$ cat config.mk
export PLATFORM = sky130hd
export DESIGN_NAME = banked_dp_ram
export DESIGN_NICKNAME = d
export VERILOG_FILES = /design/src/rtl/banked_dp_ram_pkg.sv /design/src/rtl/dp_rd_pipe.sv /design/src/rtl/banked_dp_ram.sv
export SDC_FILE = /design/constraint.sdc
export NUM_CORES = 1
export LEC_CHECK = 0
export CORE_UTILIZATION = 60
export DETAILED_ROUTE_END_ITERATION = 8
export GPL_ROUTABILITY_DRIVEN = 0
export PLACE_DENSITY = 0.8
export REMOVE_ABC_BUFFERS = 1
export SYNTH_ARGS = -nofsm -noshare
export SYNTH_HDL_FRONTEND = slang
export SYNTH_SLANG_ARGS = --single-unit
$ cat constraint.sdc
create_clock -name i_clk -period 2.6 [get_ports i_clk]
set_input_delay 0.39 -clock i_clk [delete_from_list [all_inputs] [get_ports i_clk]]
set_output_delay 0.39 -clock i_clk [all_outputs]
set_load 0.05 [all_outputs]
$ cat src/rtl/banked_dp_ram_pkg.sv
// Shared types and width helpers for the banked dual-port RAM.
package banked_ram_pkg;

  typedef enum logic {
    PORT_A = 1'b0,
    PORT_B = 1'b1
  } port_e;

  localparam int unsigned MAX_R_LATENCY = 8;

  function automatic int unsigned bank_idx_w(input int unsigned num_banks);
    return $clog2(num_banks);
  endfunction

  function automatic int unsigned row_idx_w(input int unsigned depth, input int unsigned num_banks);
    return $clog2(depth) - $clog2(num_banks);
  endfunction

endpackage

$ cat src/rtl/dp_rd_pipe.sv
// Read-data delay line: valid/data shift register plus a holding output register.
module dp_rd_pipe #(
  parameter int unsigned WIDTH   = 8,
  parameter int unsigned LATENCY = 1
) (
  input  logic             i_clk,
  input  logic             i_rst,
  input  logic             i_valid,
  input  logic [WIDTH-1:0] i_data,
  output logic             o_valid,
  output logic [WIDTH-1:0] o_data
);

  logic [LATENCY-1:0] vld_q, vld_d;
  logic [WIDTH-1:0]   dat_q [LATENCY];
  logic [WIDTH-1:0]   dat_d [LATENCY];
  logic               out_vld_q, out_vld_d;
  logic [WIDTH-1:0]   out_dat_q, out_dat_d;

  always_comb begin
    vld_d[0] = i_valid;
    dat_d[0] = i_data;
    for (int unsigned i = 1; i < LATENCY; i++) begin
      vld_d[i] = vld_q[i-1];
      dat_d[i] = dat_q[i-1];
    end
    out_vld_d = vld_q[LATENCY-1];
    out_dat_d = vld_q[LATENCY-1] ? dat_q[LATENCY-1] : out_dat_q;
  end

  always_ff @(posedge i_clk or posedge i_rst) begin
    if (i_rst) begin
      vld_q     <= '0;
      dat_q     <= '{default: '0};
      out_vld_q <= 1'b0;
      out_dat_q <= '0;
    end else begin
      vld_q     <= vld_d;
      dat_q     <= dat_d;
      out_vld_q <= out_vld_d;
      out_dat_q <= out_dat_d;
    end
  end

  assign o_valid = out_vld_q;
  assign o_data  = out_dat_q;

endmodule

$ cat src/rtl/banked_dp_ram.sv
// Dual-port RAM built from single-port banks; same-bank collisions are
// resolved by a round-robin pointer that flips only on conflict cycles.
module banked_dp_ram
  import banked_ram_pkg::*;
#(
  parameter int unsigned DATA_WIDTH    = 8,
  parameter int unsigned ADDRESS_DEPTH = 16,
  parameter int unsigned NUM_BANKS     = 4,
  parameter int unsigned A_R_LATENCY   = 1,
  parameter int unsigned B_R_LATENCY   = 1
) (
  input  logic                             i_clk,
  input  logic                             i_rst,
  input  logic                             i_ena,
  input  logic                             i_enb,
  input  logic                             i_wea,
  input  logic                             i_web,
  input  logic [$clog2(ADDRESS_DEPTH)-1:0] i_addra,
  input  logic [$clog2(ADDRESS_DEPTH)-1:0] i_addrb,
  input  logic [DATA_WIDTH-1:0]            i_dina,
  input  logic [DATA_WIDTH-1:0]            i_dinb,
  output logic                             o_rdya,
  output logic                             o_rdyb,
  output logic [DATA_WIDTH-1:0]            o_douta,
  output logic [DATA_WIDTH-1:0]            o_doutb,
  output logic                             o_valida,
  output logic                             o_validb
);

  localparam int unsigned BW   = bank_idx_w(NUM_BANKS);
  localparam int unsigned RW   = row_idx_w(ADDRESS_DEPTH, NUM_BANKS);
  localparam int unsigned BWS  = (BW > 0) ? BW : 1;
  localparam int unsigned RWS  = (RW > 0) ? RW : 1;
  localparam int unsigned ROWS = ADDRESS_DEPTH / NUM_BANKS;

  if (ADDRESS_DEPTH < 2 || (ADDRESS_DEPTH & (ADDRESS_DEPTH - 1)) != 0) begin : g_bad_depth
    $error("ADDRESS_DEPTH must be a power of two >= 2");
  end
  if (NUM_BANKS < 1 || NUM_BANKS > ADDRESS_DEPTH || (NUM_BANKS & (NUM_BANKS - 1)) != 0) begin : g_bad_banks
    $error("NUM_BANKS must be a power of two in 1..ADDRESS_DEPTH");
  end
  if (A_R_LATENCY < 1 || A_R_LATENCY > MAX_R_LATENCY ||
      B_R_LATENCY < 1 || B_R_LATENCY > MAX_R_LATENCY) begin : g_bad_latency
    $error("read latencies must be in 1..MAX_R_LATENCY");
  end

  logic [BWS-1:0]        bank_a, bank_b;
  logic [RWS-1:0]        row_a, row_b;
  logic                  conflict, acc_a, acc_b;
  logic                  wr_a, wr_b, rd_a, rd_b;
  logic [DATA_WIDTH-1:0] rd_data_a, rd_data_b;
  logic [DATA_WIDTH-1:0] bank_rd_a [NUM_BANKS];
  logic [DATA_WIDTH-1:0] bank_rd_b [NUM_BANKS];
  port_e                 rr_q, rr_d;

  // Modulo/shift keep a single-bank build free of zero-width slices.
  always_comb begin
    bank_a    = BWS'(32'(i_addra) % NUM_BANKS);
    bank_b    = BWS'(32'(i_addrb) % NUM_BANKS);
    row_a     = RWS'(32'(i_addra) >> BW);
    row_b     = RWS'(32'(i_addrb) >> BW);
    conflict  = i_ena && i_enb && (bank_a == bank_b);
    o_rdya    = !conflict || (rr_q == PORT_A);
    o_rdyb    = !conflict || (rr_q == PORT_B);
    acc_a     = i_ena && o_rdya;
    acc_b     = i_enb && o_rdyb;
    wr_a      = acc_a && i_wea;
    wr_b      = acc_b && i_web;
    rd_a      = acc_a && !i_wea;
    rd_b      = acc_b && !i_web;
    rd_data_a = bank_rd_a[bank_a];
    rd_data_b = bank_rd_b[bank_b];
    rr_d      = rr_q;
    if (conflict) rr_d = (rr_q == PORT_A) ? PORT_B : PORT_A;
  end

  always_ff @(posedge i_clk or posedge i_rst) begin
    if (i_rst) rr_q <= PORT_A;
    else       rr_q <= rr_d;
  end

  for (genvar b = 0; b < NUM_BANKS; b++) begin : g_bank
    logic [DATA_WIDTH-1:0] mem [ROWS];
    logic                  we_a, we_b;

    assign we_a = wr_a && (bank_a == BWS'(b));
    assign we_b = wr_b && (bank_b == BWS'(b));

    // Arbitration guarantees at most one accepted port per bank per cycle.
    always_ff @(posedge i_clk) begin
      if (we_a)      mem[row_a] <= i_dina;
      else if (we_b) mem[row_b] <= i_dinb;
    end

    assign bank_rd_a[b] = mem[row_a];
    assign bank_rd_b[b] = mem[row_b];
  end

  dp_rd_pipe #(.WIDTH(DATA_WIDTH), .LATENCY(A_R_LATENCY)) u_pipe_a (
    .i_clk   (i_clk),
    .i_rst   (i_rst),
    .i_valid (rd_a),
    .i_data  (rd_data_a),
    .o_valid (o_valida),
    .o_data  (o_douta)
  );

  dp_rd_pipe #(.WIDTH(DATA_WIDTH), .LATENCY(B_R_LATENCY)) u_pipe_b (
    .i_clk   (i_clk),
    .i_rst   (i_rst),
    .i_valid (rd_b),
    .i_data  (rd_data_b),
    .o_valid (o_validb),
    .o_data  (o_doutb)
  );

endmodule
==> impl_metrics.prom <==
# TYPE chip_impl_metric gauge
chip_impl_metric{name="die_width",unit="um"} 118.0
chip_impl_metric{name="cts-hold-fix-buffers",unit=""} 0
chip_impl_info{name="critPathLaunchType",value="input pin"} 1
chip_impl_metric{name="final_antenna_net_count",unit=""} 0
chip_impl_info{name="mostFrequentLayoutCells",value="edfxtp_1 (128), mux4_2 (64), buf_4 (50)"} 1
chip_impl_metric{name="register_to_register_path_depth",unit=""} 2
chip_impl_metric{name="post_synth_and_or_nand_nor_area_fraction",unit="%"} 5.241
chip_impl_metric{name="dr.first_iter.drc_count",unit=""} 448
chip_impl_metric{name="critical_path.max_stage_delay",unit="ps"} 800
chip_impl_metric{name="clock_insertion_delay_worst_skew",unit="ps"} 440
chip_impl_info{name="rr_endpoint",value="g_bank[2].mem[1][6]"} 1
chip_impl_metric{name="critical_path.max_fanout",unit=""} 8
chip_impl_metric{name="maxCapViolations",unit=""} 0
chip_impl_metric{name="arrival",unit="ps"} 2450
chip_impl_metric{name="synth_async_sr_flop_share",unit="%"} 22.42
chip_impl_metric{name="yosysTopAreaCellShare",unit="%"} 47.64
chip_impl_metric{name="gr-total-overflow",unit=""} 0
chip_impl_metric{name="final_max_slew_viol_count",unit=""} 0
chip_impl_info{name="worst-setup-path-type",value="input pin to register"} 1
chip_impl_metric{name="worst_slew_pin_tran",unit="ps"} 811.7
chip_impl_metric{name="portBuffers",unit=""} 49
chip_impl_metric{name="wl",unit="um"} 20090
chip_impl_metric{name="worst_slack",unit="ps"} 305.8
chip_impl_metric{name="design.die.area",unit="um2"} 13920
chip_impl_metric{name="post_synth_xor_area_fraction",unit="%"} 0.7908
chip_impl_info{name="launching_point_of_the_worst_reg2reg_path",value="rr_q"} 1
chip_impl_metric{name="place.detailed.instances",unit=""} 701
chip_impl_metric{name="cts.sinks",unit=""} 165
chip_impl_metric{name="setup_total_negative_slack",unit="ps"} 0
chip_impl_metric{name="timing.final.crit_period",unit="ps"} 2294
chip_impl_metric{name="vdd_ir_drop_max",unit="uV"} 549.9
chip_impl_metric{name="utilization",unit="%"} 72.19
chip_impl_metric{name="synth_seq_area_share",unit="%"} 59.11
chip_impl_info{name="ys_dominant_reg_cell",value="edfxtp_1"} 1
chip_impl_metric{name="powerDensity",unit="nW/um2"} 684.9
chip_impl_metric{name="clock_skew",unit="ps"} 10.44
chip_impl_metric{name="layout-drive-gt1-share",unit="%"} 31.13
chip_impl_metric{name="grt_first_pass_wirelength",unit="um"} 30680
chip_impl_metric{name="dp_worst_setup_slack",unit="ps"} -216.8
chip_impl_metric{name="compound_gate_portion_of_the_synthesized_area",unit="%"} 7.629
chip_impl_metric{name="multiInputGateArea",unit="um2"} 3084
chip_impl_metric{name="post-route-drc-count",unit=""} 0
chip_impl_metric{name="regArea",unit="um2"} 4770
chip_impl_metric{name="yosys_register_bits",unit=""} 165
chip_impl_info{name="synthDominantAreaCellType",value="edfxtp_1"} 1
chip_impl_metric{name="grt_start_max_net_pins",unit=""} 38
chip_impl_info{name="path_cells",value="clkdlybuf4s50_1, xor2_4, o41ai_4, mux2_1"} 1
chip_impl_metric{name="antenna_found_initial",unit=""} 0
chip_impl_info{name="clk_root_buffer_cell",value="clkbuf_16"} 1
chip_impl_info{name="run_status",value="finished clean"} 1
chip_impl_info{name="synth.top_cells.by_area",value="edfxtp_1 (48%), mux4_2 (18%), dfrtp_1 (11%), mux2_1 (4.5%), a22oi_1 (4.1%)"} 1
chip_impl_metric{name="floorplan.core_area",unit="um2"} 13190
chip_impl_info{name="grt_setup_unrepaired",value="no"} 1
chip_impl_metric{name="antenna-diode-count",unit=""} 0
chip_impl_metric{name="clk_pin_slew",unit="ps"} 60
chip_impl_metric{name="p_leak",unit="nW"} 3.238
chip_impl_metric{name="worstPathRequired",unit="ps"} 2760
chip_impl_metric{name="r2r_setup_slack",unit="ps"} 440
chip_impl_metric{name="ctsResizeCount",unit=""} 0
chip_impl_metric{name="flow.area_growth_from_synthesis",unit="%"} 18.00
chip_impl_info{name="hold_class",value="input pin to async pin"} 1
chip_impl_metric{name="synthDistinctLibCells",unit=""} 34
chip_impl_metric{name="finalNonFillerCells",unit=""} 735
chip_impl_metric{name="avgViaCountPerCell",unit=""} 6.894
chip_impl_metric{name="synth_warnings",unit=""} 0
chip_impl_metric{name="cts_max_path_buffers",unit=""} 2
chip_impl_info{name="worstSetupEndpointType",value="register"} 1
chip_impl_metric{name="synthAdderAreaFrac",unit="%"} 0
chip_impl_metric{name="ios",unit=""} 50
chip_impl_metric{name="tritoncts.num_buffers",unit=""} 17
chip_impl_metric{name="setup-violations-final",unit=""} 0
chip_impl_info{name="mostFrequentLayoutCell",value="edfxtp_1"} 1
chip_impl_metric{name="synthCells",unit=""} 474
chip_impl_metric{name="first_global_vias",unit=""} 5182
chip_impl_metric{name="start_util",unit="%"} 61.17
chip_impl_info{name="critical_path.slowest_cell",value="o41ai_4"} 1
chip_impl_metric{name="synth_enable_flop_cells",unit=""} 128
chip_impl_metric{name="final_net_count",unit=""} 576
chip_impl_metric{name="syn_avg_cell_area",unit="um2"} 17.02
chip_impl_metric{name="muxShareOfSynthArea",unit="%"} 24.56
chip_impl_metric{name="cts-htree-levels",unit=""} 4
chip_impl_metric{name="firstDrtPassIters",unit=""} 5
chip_impl_metric{name="num_vias",unit=""} 5067
chip_impl_metric{name="timing_hold_violations_final",unit=""} 0
chip_impl_info{name="combinational_family_with_the_most_area_after_synthesis",value="multiplexers"} 1
chip_impl_metric{name="syn-cell-area",unit="um2"} 8069
chip_impl_metric{name="final_min_period_over_clock_period",unit="%"} 88.24
chip_impl_metric{name="dpl.hpwl",unit="um"} 13880
chip_impl_metric{name="dieHeight",unit="um"} 118.0
chip_impl_info{name="cts_tree",value="built"} 1
chip_impl_metric{name="grt_usage",unit="%"} 31.33
chip_impl_metric{name="detail_route.wl_per_cell",unit="um"} 27.33
chip_impl_metric{name="slew_headroom",unit="%"} 45.70
chip_impl_metric{name="placement_rows",unit=""} 42
chip_impl_metric{name="max_freq",unit="MHz"} 435.9
chip_impl_metric{name="fill_cells",unit=""} 773
==> critical path, delay by kind of cell <==
| family | cells | cell delay, ps |
|---|---|---|
| AO/OA/AOI/OAI | 1 | 800 |
| XOR/XNOR | 1 | 280 |
| buffers and inverters | 1 | 510 |
| multiplexers | 1 | 460 |
==> Yosys cell counts (2+ instances only) <==
library cell	count
a221oi_1	16
a22oi_1	44
a32oi_1	4
and2_1	3
and4_1	2
and4b_1	3
buf_1	11
buf_2	12
clkbuf_1	17
clkbuf_2	4
dfrtp_1	37
edfxtp_1	128
inv_1	3
mux2_1	32
mux2_2	16
mux4_2	64
nand2_1	44
nand3_1	4
nor2_1	4
nor2b_1	7
nor3b_1	2
o41ai_4	4
xor2_4	2
==> routing by layer <==
layer	track usage [%]	part of all wire, %	wire length (um)
met2	49.93	49	9862
met4	13.46	3.6	722
met5	0	0	0
met3	7.994	10	2028
met1	41.22	37	7471
==> worst max path at each step <==
| stage | from | slack (ps) | cells after the start | endpoint |
|---|---|---|---|---|
| floorplan | i_ena | 180 | 3 | g_bank[0].mem[3][0] |
| detailed placement | i_addrb[0] | -220 | 5 | g_bank[1].mem[0][1] |
| global route | i_addrb[0] | 250 | 4 | g_bank[0].mem[2][7] |
| CTS | i_addrb[0] | 330 | 4 | g_bank[2].mem[1][6] |
| global placement | i_addrb[0] | -140 | 5 | g_bank[1].mem[2][1] |
| finish | i_addrb[0] | 310 | 4 | g_bank[2].mem[1][6] |
==> per-stage QoR <==
stage	hold slack, ps	power [mW]	cell area [um2]
after detailed placement	464.0	4.153	8941
final	375.7	6.521	9522
after global placement	458.0	4.117	8941
after CTS	384.1	6.527	9522
after floorplan	454.2	3.718	7865
after global routing	434.9	6.692	9522
==> sequential cells by signal, indices dropped and copies added (netlist names), 8 cells and up <==
| signal | count |
|---|---|
| u_pipe_a.dat_q | 8 |
| u_pipe_b.o_data | 8 |
| g_bank.mem | 128 |
| u_pipe_a.o_data | 8 |
| u_pipe_b.dat_q | 8 |
==> kinds of logic after synthesis <==
kind of cell,count (synthesis)
flops,165
mux,112
simple gates,77
compound gates,68
buf+inv,49
xor+xnor,3
==> what timing repair did <==
action | CTS | global route
hold endpoints to repair | 0 | 0
setup buffers | 2 | 0
setup endpoints to repair | 2 | 0
==> area by class of cell <==
cell class,count,share of cell area [%]
clock inverters,15,1.472
flip-flops and latches,165,50.09
inverters,3,0.1183
clock buffers,17,4.468
multi-input cells,260,32.39
repair buffers,99,9.146
well taps,176,2.313
==> where the power goes <==
group	total, mW	internal (mW)	switching (mW)
Clock	2.41	1.39	1.02
Combinational	1.01	0.413	0.594
Sequential	3.10	3.00	0.100
(Power assumes the default switching activity.)
